**src/rtl/mem_arb_pkg.sv**
```systemverilog
// Shared types and constants for the two-port MemoryUnit bus arbiter.
package mem_arb_pkg;

  localparam int ADDR_W_DEF = 27;
  localparam int DATA_W_DEF = 32;

  // Arbiter sequencing states.
  typedef enum logic [1:0] {
    IDLE  = 2'd0,
    ISSUE = 2'd1,
    WAIT  = 2'd2,
    GAP   = 2'd3
  } arb_state_e;

  // MemoryUnit region bases, handy for benches and address decoding.
  localparam logic [ADDR_W_DEF-1:0] REGION_SDRAM  = 27'h000_0000;
  localparam logic [ADDR_W_DEF-1:0] REGION_FLASH  = 27'h080_0000;
  localparam logic [ADDR_W_DEF-1:0] REGION_VRAM32 = 27'h0C0_0000;
  localparam logic [ADDR_W_DEF-1:0] REGION_IO     = 27'h0C0_2622;

endpackage

```
**src/rtl/rr_arb2.sv**
```systemverilog
// Two-way round-robin picker: combinational grant from the current requests,
// with a registered "last granted" pointer that demotes the previous owner.
module rr_arb2 (
  input  logic       clk,
  input  logic       reset,
  input  logic [1:0] req,
  input  logic       update,
  input  logic       upd_port,
  output logic [1:0] gnt
);

  // Last-granted port; starts at 1 so that port 0 wins the first tie.
  logic last_q;

  // Pointer register, loaded with the finished owner when strobed.
  always_ff @(posedge clk or posedge reset) begin
    if (reset) begin
      last_q <= 1'b1;
    end else if (update) begin
      last_q <= upd_port;
    end
  end

  // Single requester wins outright; on a tie the port not granted last wins.
  always_comb begin
    gnt = 2'b00;
    case (req)
      2'b01:   gnt = 2'b01;
      2'b10:   gnt = 2'b10;
      2'b11:   gnt = last_q ? 2'b01 : 2'b10;
      default: gnt = 2'b00;
    endcase
  end

endmodule

```
**src/rtl/mem_bus_arbiter.sv**
```systemverilog
// Shares the MemoryUnit CPU-side bus between two req/ack requesters, sequencing
// the start/busy handshake with round-robin fairness, init gating and a timeout.
module mem_bus_arbiter
  import mem_arb_pkg::*;
#(
  parameter int ADDR_W         = ADDR_W_DEF,
  parameter int DATA_W         = DATA_W_DEF,
  parameter int TIMEOUT_CYCLES = 4096,
  parameter int TO_W           = 13
) (
  input  logic              clk,
  input  logic              reset,
  input  logic              p0_req,
  input  logic [ADDR_W-1:0] p0_addr,
  input  logic [DATA_W-1:0] p0_data,
  input  logic              p0_we,
  output logic              p0_ack,
  output logic              p0_err,
  output logic [DATA_W-1:0] p0_q,
  input  logic              p1_req,
  input  logic [ADDR_W-1:0] p1_addr,
  input  logic [DATA_W-1:0] p1_data,
  input  logic              p1_we,
  output logic              p1_ack,
  output logic              p1_err,
  output logic [DATA_W-1:0] p1_q,
  output logic [ADDR_W-1:0] mem_address,
  output logic [DATA_W-1:0] mem_data,
  output logic              mem_we,
  output logic              mem_start,
  input  logic              mem_busy,
  input  logic [DATA_W-1:0] mem_q,
  input  logic              mem_init_done,
  output logic              owner,
  output logic              active
);

  // Counter value at which an outstanding access is forcibly abandoned.
  localparam logic [TO_W-1:0] TO_LAST = TO_W'(TIMEOUT_CYCLES - 1);

  arb_state_e        state_q, state_d;
  logic [ADDR_W-1:0] addr_q, addr_d;
  logic [DATA_W-1:0] data_q, data_d;
  logic              we_q, we_d;
  logic              start_q, start_d;
  logic              owner_q, owner_d;
  logic [TO_W-1:0]   cnt_q, cnt_d;
  logic              ack0_q, ack0_d, ack1_q, ack1_d;
  logic              err0_q, err0_d, err1_q, err1_d;
  logic [DATA_W-1:0] q0_q, q0_d, q1_q, q1_d;

  logic [1:0] gnt;
  logic       arb_update;

  rr_arb2 u_rr (
    .clk      (clk),
    .reset    (reset),
    .req      ({p1_req, p0_req}),
    .update   (arb_update),
    .upd_port (owner_q),
    .gnt      (gnt)
  );

  // State and output registers; every bus-facing signal comes from a flop.
  always_ff @(posedge clk or posedge reset) begin
    if (reset) begin
      state_q <= IDLE;
      addr_q  <= '0;
      data_q  <= '0;
      we_q    <= 1'b0;
      start_q <= 1'b0;
      owner_q <= 1'b0;
      cnt_q   <= '0;
      ack0_q  <= 1'b0;
      ack1_q  <= 1'b0;
      err0_q  <= 1'b0;
      err1_q  <= 1'b0;
      q0_q    <= '0;
      q1_q    <= '0;
    end else begin
      state_q <= state_d;
      addr_q  <= addr_d;
      data_q  <= data_d;
      we_q    <= we_d;
      start_q <= start_d;
      owner_q <= owner_d;
      cnt_q   <= cnt_d;
      ack0_q  <= ack0_d;
      ack1_q  <= ack1_d;
      err0_q  <= err0_d;
      err1_q  <= err1_d;
      q0_q    <= q0_d;
      q1_q    <= q1_d;
    end
  end

  // Next-state logic: grant, hold start through busy, complete or time out.
  always_comb begin
    state_d    = state_q;
    addr_d     = addr_q;
    data_d     = data_q;
    we_d       = we_q;
    start_d    = start_q;
    owner_d    = owner_q;
    cnt_d      = cnt_q;
    ack0_d     = 1'b0;
    ack1_d     = 1'b0;
    err0_d     = 1'b0;
    err1_d     = 1'b0;
    q0_d       = q0_q;
    q1_d       = q1_q;
    arb_update = 1'b0;

    case (state_q)
      IDLE: begin
        // A stuck-busy MemoryUnit or an unfinished init blocks new grants.
        if (mem_init_done && !mem_busy && (gnt != 2'b00)) begin
          owner_d = gnt[1];
          addr_d  = gnt[1] ? p1_addr : p0_addr;
          data_d  = gnt[1] ? p1_data : p0_data;
          we_d    = gnt[1] ? p1_we   : p0_we;
          start_d = 1'b1;
          cnt_d   = '0;
          state_d = ISSUE;
        end
      end

      ISSUE, WAIT: begin
        cnt_d = cnt_q + TO_W'(1);
        if (cnt_q == TO_LAST) begin
          // Timeout wins over any busy edge seen in the same cycle.
          start_d = 1'b0;
          state_d = GAP;
          if (owner_q) begin
            q1_d   = '0;
            ack1_d = 1'b1;
            err1_d = 1'b1;
          end else begin
            q0_d   = '0;
            ack0_d = 1'b1;
            err0_d = 1'b1;
          end
        end else if (state_q == ISSUE) begin
          if (mem_busy) begin
            state_d = WAIT;
          end
        end else if (!mem_busy) begin
          // Drop start right away so MemoryUnit cannot re-trigger.
          start_d = 1'b0;
          state_d = GAP;
          if (owner_q) begin
            q1_d   = mem_q;
            ack1_d = 1'b1;
          end else begin
            q0_d   = mem_q;
            ack0_d = 1'b1;
          end
        end
      end

      GAP: begin
        // Requester gets a cycle to drop req; demote the finished owner.
        arb_update = 1'b1;
        state_d    = IDLE;
      end

      default: state_d = IDLE;
    endcase
  end

  assign mem_address = addr_q;
  assign mem_data    = data_q;
  assign mem_we      = we_q;
  assign mem_start   = start_q;
  assign owner       = owner_q;
  assign active      = (state_q == ISSUE) || (state_q == WAIT);
  assign p0_ack      = ack0_q;
  assign p1_ack      = ack1_q;
  assign p0_err      = err0_q;
  assign p1_err      = err1_q;
  assign p0_q        = q0_q;
  assign p1_q        = q1_q;

endmodule

```
**config.mk**
```make
export PLATFORM = sky130hd
export DESIGN_NAME = mem_bus_arbiter
export DESIGN_NICKNAME = d
export VERILOG_FILES = /design/src/rtl/mem_arb_pkg.sv /design/src/rtl/rr_arb2.sv /design/src/rtl/mem_bus_arbiter.sv
export SDC_FILE = /design/constraint.sdc
export NUM_CORES = 1
export LEC_CHECK = 0
export ABC_AREA = 0
export CAP_MARGIN = 20
export CORE_ASPECT_RATIO = 0.7
export CORE_MARGIN = 2
export CORE_UTILIZATION = 45
export DETAILED_ROUTE_END_ITERATION = 6
export PLACE_DENSITY = 0.95
export SETUP_SLACK_MARGIN = 0.05
export SYNTH_ARGS = -nofsm -noshare
export SYNTH_HDL_FRONTEND = slang
export SYNTH_HIERARCHICAL = 1
export SYNTH_SLANG_ARGS = --single-unit
```
**constraint.sdc**
```tcl
create_clock -name clk -period 12.7 [get_ports clk]
set_input_delay 3.81 -clock clk [delete_from_list [all_inputs] [get_ports clk]]
set_output_delay 3.81 -clock clk [all_outputs]
set_load 0.005 [all_outputs]
```
Yosys cells after proc, flatten, opt, wreduce, memory -nomap -nowiden --
Cells that the tools add are included.
Storage, ports and cells: register bits 146, logic and storage cells 90, input bits 158, output and inout port bits 131
Cells by class: muxes and demuxes 43, reduce and logical (&&, ||, !) cells 15, equality and inequality tests 17, $add $sub $neg 1
Operator list (number):
- 32-bit 2-to-1 mux | 11
- 27-bit 2-to-1 mux | 1
- 13-bit one-hot mux with 2 select lines | 1
- 1-bit 2-to-1 mux | 20
- 13-bit by 1-bit adder with 13-bit output, second input constant | 1
- 13-bit by 12-bit equality test with 1-bit output, second input constant | 1
- 13-bit 2-to-1 mux | 1
- 2-bit 2-to-1 mux | 6
- 2-bit one-hot mux with 3 select lines | 2
- 5-bit AND reduction | 2
- 2-bit equality test, second input constant | 4
- 2-bit != test, second input constant | 4
- 4-bit != test, second input constant | 2
- 3-bit != test, second input constant | 2
- 2-bit nonzero test | 3
- 2-bit by 1-bit equality test with 1-bit output, second input constant | 2
- 2-bit by 1-bit != test with 1-bit output, second input constant | 2
- 2-bit AND reduction | 2
- 4-bit AND reduction | 1
- 3-bit AND reduction | 1
- 1-bit logical AND | 2
- 2-bit logical NOT | 1
- 1-bit one-hot mux with 2 select lines | 1
- 2-bit OR reduction | 1
- 2 further kinds | 2

Depth between registers and ports, before layout --
Gate-level depths: netlist of the first run.
depth in word-level cells 6, depth in mapped cells 9, mapped depth without buffers 6

Hierarchy --
The synthesis of the first run kept the hierarchy.
By module, submodules not included:
- mem_bus_arbiter | area an instance 6099.6 um2, cells an instance 524, seq. area each 3628.5 um2, instances 1
- rr_arb2 | area an instance 57.6 um2, cells an instance 7, seq. area each 26.3 um2, instances 1

Least setup slack after synthesis of the first run --
No wires, ideal clock.
path type input -> register, from input port p1_req, to register addr_q[0], in the netlist mem_address[0], arrival 5243 ps, path buffers 4, library setup time 133 ps, stages on the path 9, slack 7324 ps, data required time 12567 ps, cells stage by stage a21boi_0 clkbuf_1 nor2_1 or3_1 clkbuf_1 clkbuf_1 buf_2 nand2_1 o21ai_0
Between the ends: cells in the longest elaborated chain, start to end 5, elaborated cells between the ends (all ways) 8, those cells by class eq/ne: 3; mux: 2; reduce/logical: 3
RTL lines:
- start, declared | line mem_bus_arbiter.sv:20 | input logic p1_req,
- 2-bit equality test or 2-bit by 1-bit equality test with 1-bit output (tied branches) | line rr_arb2.sv:27 | case (req)
- 2-bit one-hot mux with 3 select lines * | line rr_arb2.sv:27
- 2-bit nonzero test | line mem_bus_arbiter.sv:117 | if (mem_init_done && !mem_busy && (gnt != 2'b00)) begin
- 1-bit logical AND | line mem_bus_arbiter.sv:117
- 2-bit AND reduction (no line)
- end signal, assigned | line mem_bus_arbiter.sv:82 | addr_q <= addr_d;
- end, declared | line mem_bus_arbiter.sv:42 | logic [ADDR_W-1:0] addr_q, addr_d;
Mark *: on every way between the ends. The rest lies on a longest branch, timed or not. A chain may end at the register's enable or synchronous reset.

Final worst setup path of the first run --
from register state_q[0], to output port active
Between the ends: cells in the longest elaborated chain, start to end 2, elaborated cells between the ends (all ways) 3, those cells by class eq/ne: 2; reduce/logical: 1
RTL lines:
- start, declared | line mem_bus_arbiter.sv:41 | arb_state_e state_q, state_d;
- start signal, assigned | line mem_bus_arbiter.sv:81 | state_q <= state_d;
- 2-bit by 1-bit equality test with 1-bit output or 2-bit equality test (tied branches) | line mem_bus_arbiter.sv:176 | assign active = (state_q == ISSUE) || (state_q == WAIT);
- 1-bit logical OR * | line mem_bus_arbiter.sv:176
- end, declared | line mem_bus_arbiter.sv:35 | output logic active
Marks and branches as above.

==> impl_metrics.csv, run 1 <==
group,metric,value,unit
detailed_routing,num_vias,5368,
floorplanning,die_x,144,µm
synthesis,synth.net_count,695,
synthesis,synth_cells,531,
timing,max_freq,166,MHz
detailed_routing,drt-total-wl,18.6,mm
clock_network,cts_buffers,17,
worst_hold_path,hp-start,"mem_address[3]$_DFFE_PP0P_",
synthesis,avgSynthCellArea,11.6,µm²
worst_setup_path,end_kind,"primary output",
synthesis,synth_seq_cells,146,
placement,port_buffers,288,
detailed_routing,ant_nets,0,
timing,clock_skew,14.3,ps
synthesis,syn_area,0.00616,mm²
grt,grt_use_total,0.250,
final_layout,nNetsFinal,973,
grt,grt_pass1_vias,5365,
worst_setup_path,critPathMaxStageDelay,660,ps
worst_setup_path,worstPathArrival,2200,ps
worst_setup_path,criticalPathCategory,"register to primary output",
final_layout,design_area,0.00986,mm²
detailed_routing,wl_per_cell,18.5,µm
worst_setup_path,cp_num_buf_inv,2,
grt,antenna_found_initial,0,
timing,setup_viol,0,
worst_setup_path,cp_top_family,"buffers and inverters",
final_layout,antennaDiodeCount,0,
detailed_routing,drtPass1Iterations,7,
grt,grt-ovfl-total,0,
final_layout,drive_gt1_frac,0.0620,
status,status,"finished, final reports clean",
worst_setup_path,critPathLaunchType,"register",
worst_hold_path,min_path_type,"register to register",
worst_setup_path,worstPathCellList,"inv_1 > ha_1 > clkdlybuf4s50_1",
clock_network,htree_levels,4,
timing,hold_ws,478,ps
placement,dpl_worst_slack,6570,ps
final_layout,nFillCells,882,
detailed_routing,vias_per_cell,5.33,
clock_network,post-cts-setup-buffer-count,0,
placement,dpl_cell_area,0.00921,mm²
clock_network,hold_buffers,0,
timing,finalCritPeriodShare,0.473,
timing,worst_pin_slew,1030,ps
floorplanning,row_count,35,
detailed_routing,drc,0,
timing,setup_ws,6690,ps
timing,finalSetupTns,0,ps
timing,slew_headroom,0.315,
timing,slew_violations,0,
grt,grt_max_degree,126,
floorplanning,start_util,0.464,
clock_network,cts-root-buf,"clkbuf_16",
floorplanning,die_y,102,µm
pwr,leakage,4.43,nW
floorplanning,core_region_area,0.0133,mm²
worst_hold_path,hold_depth,2,
placement,place_congestion,0.847,
timing,finalHoldViolations,0,
job,maxCapViolations,0,
worst_setup_path,crit_cells,3,
floorplanning,ioPinCount,289,
clock_network,ctsResizeCount,0,
worst_setup_path,worstPathMaxFanout,19,
pwr,powerDensity,227,mW/mm²
worst_setup_path,required,8890,ps
clock_network,cts_tree,"yes",
worst_setup_path,crit_path_start,"state_q[0]$_DFFE_PP0P_",
grt,grt_pass1_wl,28.2,mm
timing,finalCriticalPeriod,6010,ps
worst_setup_path,crit_slowest_cell,"ha_1",
floorplanning,die-area,0.0146,mm²
pwr,ir_drop,102,µV
synthesis,synth-seq-area-share,0.594,
clock_network,clock_latency,400,ps
worst_setup_path,r2r_cells,6,
clock_network,clk_pin_slew,70,ps
clock_network,cts.sinks,146,
synthesis,yosys.cell_types.count,39,
final_layout,area_growth,60.1,%
clock_network,clockBufferDepth,2,
worst_setup_path,r2r_start,"state_q[0]$_DFFE_PP0P_",
synthesis,yosys_warnings,6,
detailed_routing,drt_iter0_drc,232,
placement,dp_hpwl,13.3,mm
timing,rsz0062_at_grt,"no",
## layer usage
metal / global-route usage / share of wire / vias up / wire length, µm
met5: 0 / 0 / - / 0
met3: 0.0872 / 0.094 / 18 / 1740
li1: - / - / 2486 / -
met4: 0.0649 / 0.013 / 0 / 241
met2: 0.429 / 0.49 / 235 / 9180
met1: 0.305 / 0.40 / 2629 / 7430
## state kept, by name (all words and copies together) (netlist names)
signal	flops
mem_start	1
cnt_q	13
state_q	2
u_rr/last_q	1
mem_we	1
p0_q	32
mem_data	32
p0_err	1
p1_ack	1
p1_err	1
mem_address	27
p0_ack	1
owner	1
p1_q	32
## power by group
part	internal, W	switching, W	total (W)
Sequential	0.000670	0.000129	0.000799
Clock	0.000306	0.000216	0.000521
Combinational	0.000540	0.000372	0.000912
Total	0.00152	0.000717	0.00223
## placed cells by master (no fill, tap or decap), types with 2 or more instances in the layout
cell type / count
a21oi_1: 6
a22o_1: 64
a31oi_1: 3
buf_4: 6
bufinv_16: 2
clkbuf_16: 17
clkdlybuf4s50_1: 288
dfrtp_1: 145
ha_1: 6
inv_1: 9
inv_6: 6
inv_8: 4
mux2i_1: 63
nand2_1: 72
nand2b_1: 3
nand3_1: 7
nor2_1: 7
nor2b_1: 2
nor3_1: 2
nor4_1: 2
nor4_2: 2
o21ai_0: 69
o21ai_1: 2
o21bai_2: 2
o22a_1: 2
o31a_1: 2
o31ai_1: 3
o41ai_1: 2
or3_1: 2
or4_1: 2
## path summary, 6_finish.rpt
| check | to | slack, ps |
|---|---|---|
| max | active | 6690 |
| min | mem_address[3]$_DFFE_PP0P_ | 480 |
| max reg2reg | cnt_q[9]$_DFFE_PP0P_ | 10270 |
| min reg2reg | mem_address[3]$_DFFE_PP0P_ | 480 |
| max in group asynchronous | p1_q[12]$_DFFE_PP0P_ | 7490 |
| min in group asynchronous | u_rr/last_q$_DFFE_PP1P_ | 3830 |
## Yosys cell counts
master | count | area share
ha_1 | 6 | 0.012
nand2b_1 | 3 | 0.0030
a21boi_0 | 1 | 0.0012
nand2_1 | 72 | 0.044
or2_2 | 1 | 0.0010
nor4_4 | 1 | 0.0035
dfstp_2 | 1 | 0.0043
and2_1 | 1 | 0.0010
mux2i_1 | 63 | 0.10
or4_1 | 2 | 0.0024
o21a_1 | 1 | 0.0012
nor2_1 | 7 | 0.0043
or3_1 | 3 | 0.0030
o2bb2ai_1 | 1 | 0.0014
nor2b_1 | 2 | 0.0020
dfrtp_1 | 145 | 0.59
clkbuf_1 | 24 | 0.015
o22a_1 | 2 | 0.0028
a31oi_1 | 3 | 0.0030
o21ai_1 | 2 | 0.0016
o21ai_0 | 69 | 0.056
nor3_1 | 2 | 0.0016
nor4_1 | 4 | 0.0041
nand4_2 | 1 | 0.0020
o31a_1 | 2 | 0.0028
a21oi_1 | 6 | 0.0049
a21boi_1 | 1 | 0.0012
a32o_1 | 1 | 0.0016
nand3_1 | 7 | 0.0057
buf_2 | 12 | 0.0098
or4b_1 | 1 | 0.0016
o41ai_1 | 2 | 0.0028
inv_1 | 10 | 0.0061
mux2_2 | 1 | 0.0018
o31ai_1 | 3 | 0.0037
o21bai_1 | 2 | 0.0024
a22o_1 | 64 | 0.091
nand4_1 | 1 | 0.0010
a21o_1 | 1 | 0.0012
## final cells by class
| type | count | area (µm²) | area share |
|---|---|---|---|
| Clock inverter | 14 | 181 | 0.0184 |
| Multi-Input combinational cell | 339 | 2350 | 0.239 |
| Clock buffer | 18 | 439 | 0.0446 |
| Inverter | 10 | 42.5 | 0.00432 |
| Tap cell | 185 | 231 | 0.0235 |
| Sequential cell | 146 | 3650 | 0.371 |
| Timing Repair Buffer | 295 | 2960 | 0.300 |
## logic make-up (layout without fill, tap and decap cells)
kind of cell,count (synthesis),after routing,synth area share
multiplexers,64,64,0.104
flip-flops,146,146,0.594
buffers and inverters,46,337,0.0305
AO/OA/AOI/OAI,161,161,0.179
AND/OR/NAND/NOR,108,108,0.0803
adder cells (fa/ha/maj),6,6,0.0122
## stage by stage
stage | std cells | utilization | total power (W)
6_report | 1007 | 0.743 | 0.00223
5_1_grt | 1007 | 0.743 | 0.00237
4_1_cts | 1006 | 0.741 | 0.00225
3_5_place_dp | 974 | 0.694 | 0.00171
3_3_place_gp | 974 | 0.694 | 0.00167
2_1_floorplan | 531 | - | 0.00116
## worst reg2reg max path, delay by kind of cell (launching register included)
family	cells	cell delay (ps)
simple gates	2	710
buf+inv	1	100
flops	1	430
compound gates	2	440
fa+ha+maj	1	660
Power figures use the tool's default switching activity.
==> run 2, diff against run 1 <==
Settings changed: CORE_UTILIZATION 45 to 41, PLACE_DENSITY 0.95 to 0.91.
Clock period 12.7 ns to 5.9 ns, I/O delays scaled along.
==> run 2 against run 1 <==
Compared with the run above:
- final cell count is 1.2% higher
- worst hold slack improved by 0.68 ps
- critical path depth unchanged
- die area grew 9.4%
- largest cell class unchanged
- global-route usage decreased by 2.7 points
- critical endpoint unchanged
- clock-buffer cell count up 1
- routed wire length fell by 2.8%
- largest power group unchanged
==> impl_metrics.csv, run 2 (same netlist as run 1, synthesis figures left out) <==
group,metric,value,unit
detailed_routing,drc,0,
worst_setup_path,r2r_setup_slack,3460,ps
grt,grt_max_degree,118,
clock_network,cts_tree,"yes",
clock_network,cts.sinks,146,
floorplanning,start_util,0.420,
timing,rsz0062_at_grt,"no",
floorplanning,die_y,107,µm
grt,grt-ovfl-total,0,
clock_network,clock_latency,420,ps
timing,max_freq,249,MHz
pwr,pwr-share-comb,0.408,
grt,antenna_found_initial,0,
grt,grt_pass1_wl,27.4,mm
timing,slew_violations,0,
grt,grt_pass1_vias,5102,
worst_hold_path,hold_depth,2,
job,maxCapViolations,0,
detailed_routing,wl_per_cell,17.7,µm
clock_network,cts-root-buf,"clkbuf_16",
pwr,powerDensity,486,mW/mm²
floorplanning,die-area,0.0160,mm²
final_layout,final_util,0.673,
pwr,leakage,4.43,nW
timing,finalSetupTns,0,ps
placement,dp_hpwl,12.9,mm
clock_network,ctsResizeCount,0,
pwr,intPower,0.00330,W
timing,worst_pin_slew,1030,ps
detailed_routing,num_vias,5220,
final_layout,nNetsFinal,974,
worst_setup_path,end_kind,"primary output",
timing,finalCritPeriodShare,0.680,
worst_setup_path,worstPathMaxFanout,19,
final_layout,final_common_cell,"clkdlybuf4s50_1",
worst_setup_path,rr_endpoint,"cnt_q[9]$_DFFE_PP0P_",
worst_setup_path,r2r_cells,6,
status,status,"finished, final reports clean",
timing,finalHoldViolations,0,
detailed_routing,ant_nets,0,
floorplanning,die_x,150,µm
clock_network,clk_pin_slew,60,ps
placement,place_congestion,0.808,
detailed_routing,vias_per_cell,5.12,
final_layout,nFillCells,1089,
worst_hold_path,hp-start,"mem_data[13]$_DFFE_PP0P_",
clock_network,htree_levels,4,
final_layout,drive_gt1_frac,0.0632,
pwr,power_frac_seq,0.356,
grt,grt_use_total,0.223,
floorplanning,core_region_area,0.0147,mm²
detailed_routing,drtPass1Iterations,4,
timing,hold_ws,479,ps
placement,port_buffers,288,
placement,place_inst,985,
pwr,clkPwrFrac,0.236,
final_layout,regArea,0.00365,mm²
detailed_routing,drt_iter0_drc,380,
timing,setup_viol,0,
clock_network,clockBufferDepth,2,
detailed_routing,drt-total-wl,18.1,mm
final_layout,final_cell_mix,"288 x clkdlybuf4s50_1, 145 x dfrtp_1, 72 x nand2_1, 69 x o21ai_0, 64 x a22o_1",
clock_network,cts_buffers,17,
worst_setup_path,worstPathArrival,2240,ps
pwr,switchingPower,0.00150,W
floorplanning,ioPinCount,289,
clock_network,post-cts-setup-buffer-count,0,
worst_hold_path,min_path_type,"register to register",
worst_hold_path,min_to,"mem_data[13]$_DFFE_PP0P_",
pwr,ir_drop,234,µV
final_layout,instances_no_fill,1019,
worst_setup_path,r2r_start,"state_q[0]$_DFFE_PP0P_",
timing,slew_headroom,0.310,
final_layout,multi_input_area,0.00235,mm²
timing,finalCriticalPeriod,4010,ps
worst_setup_path,critPathLaunchType,"register",
pwr,swShare,0.313,
clock_network,hold_buffers,0,
floorplanning,row_count,37,
timing,clock_skew,7.74,ps
worst_setup_path,required,4130,ps
timing,setup_ws,1890,ps
final_layout,area_growth,60.5,%
worst_setup_path,criticalPathCategory,"register to primary output",
placement,dpl_worst_slack,1790,ps
## run 2: worst max path at each step
stage / from / to / slack [ps] / cells past startpoint
floorplan: reset / cnt_q[0]$_DFFE_PP0P_ / 240 / 1
global placement: p0_req / mem_data[15]$_DFFE_PP0P_ / 1840 / 6
detailed placement: p0_req / mem_data[23]$_DFFE_PP0P_ / 1790 / 6
CTS: state_q[0]$_DFFE_PP0P_ / active / 1880 / 3
global route: state_q[0]$_DFFE_PP0P_ / active / 1730 / 3
finish: state_q[0]$_DFFE_PP0P_ / active / 1890 / 3
## run 2: cell type report
class	count	area share
timing repair buffer	296	0.300
clock buffer	19	0.0458
inverter	10	0.00430
tap	195	0.0247
multi-input combinational	339	0.238
clock inverter	13	0.0175
sequential	146	0.370
antenna	1	0.000253
## run 2: layer usage
metal,GRT usage,wire [µm],vias to the layer above
met5,0,0,-
met2,0.369,8820,225
met4,0.0559,155,0
met3,0.0807,1650,15
li1,-,-,2487
met1,0.278,7440,2493
## run 2: stage by stage
step           power [W]  instance area (µm²)
2_1_floorplan    0.00250                 6160
3_3_place_gp     0.00362                 9230
3_5_place_dp     0.00369                 9230
4_1_cts          0.00484                 9850
5_1_grt          0.00510                 9880
6_report         0.00480                 9880
## run 2: critical path: stages (launching register included)
cell and delay (ps):
dfrtp_1 420, inv_1 90, ha_1 680, clkdlybuf4s50_1 640
## run 2: power groups by stage
stage	clock (W)	combinational [W]	sequential, W
CTS	0.00115	0.00198	0.00171
global placement	0	0.00192	0.00170
detailed placement	0	0.00197	0.00172
finish	0.00113	0.00196	0.00171
global route	0.00120	0.00214	0.00176
floorplan	0	0.000782	0.00172
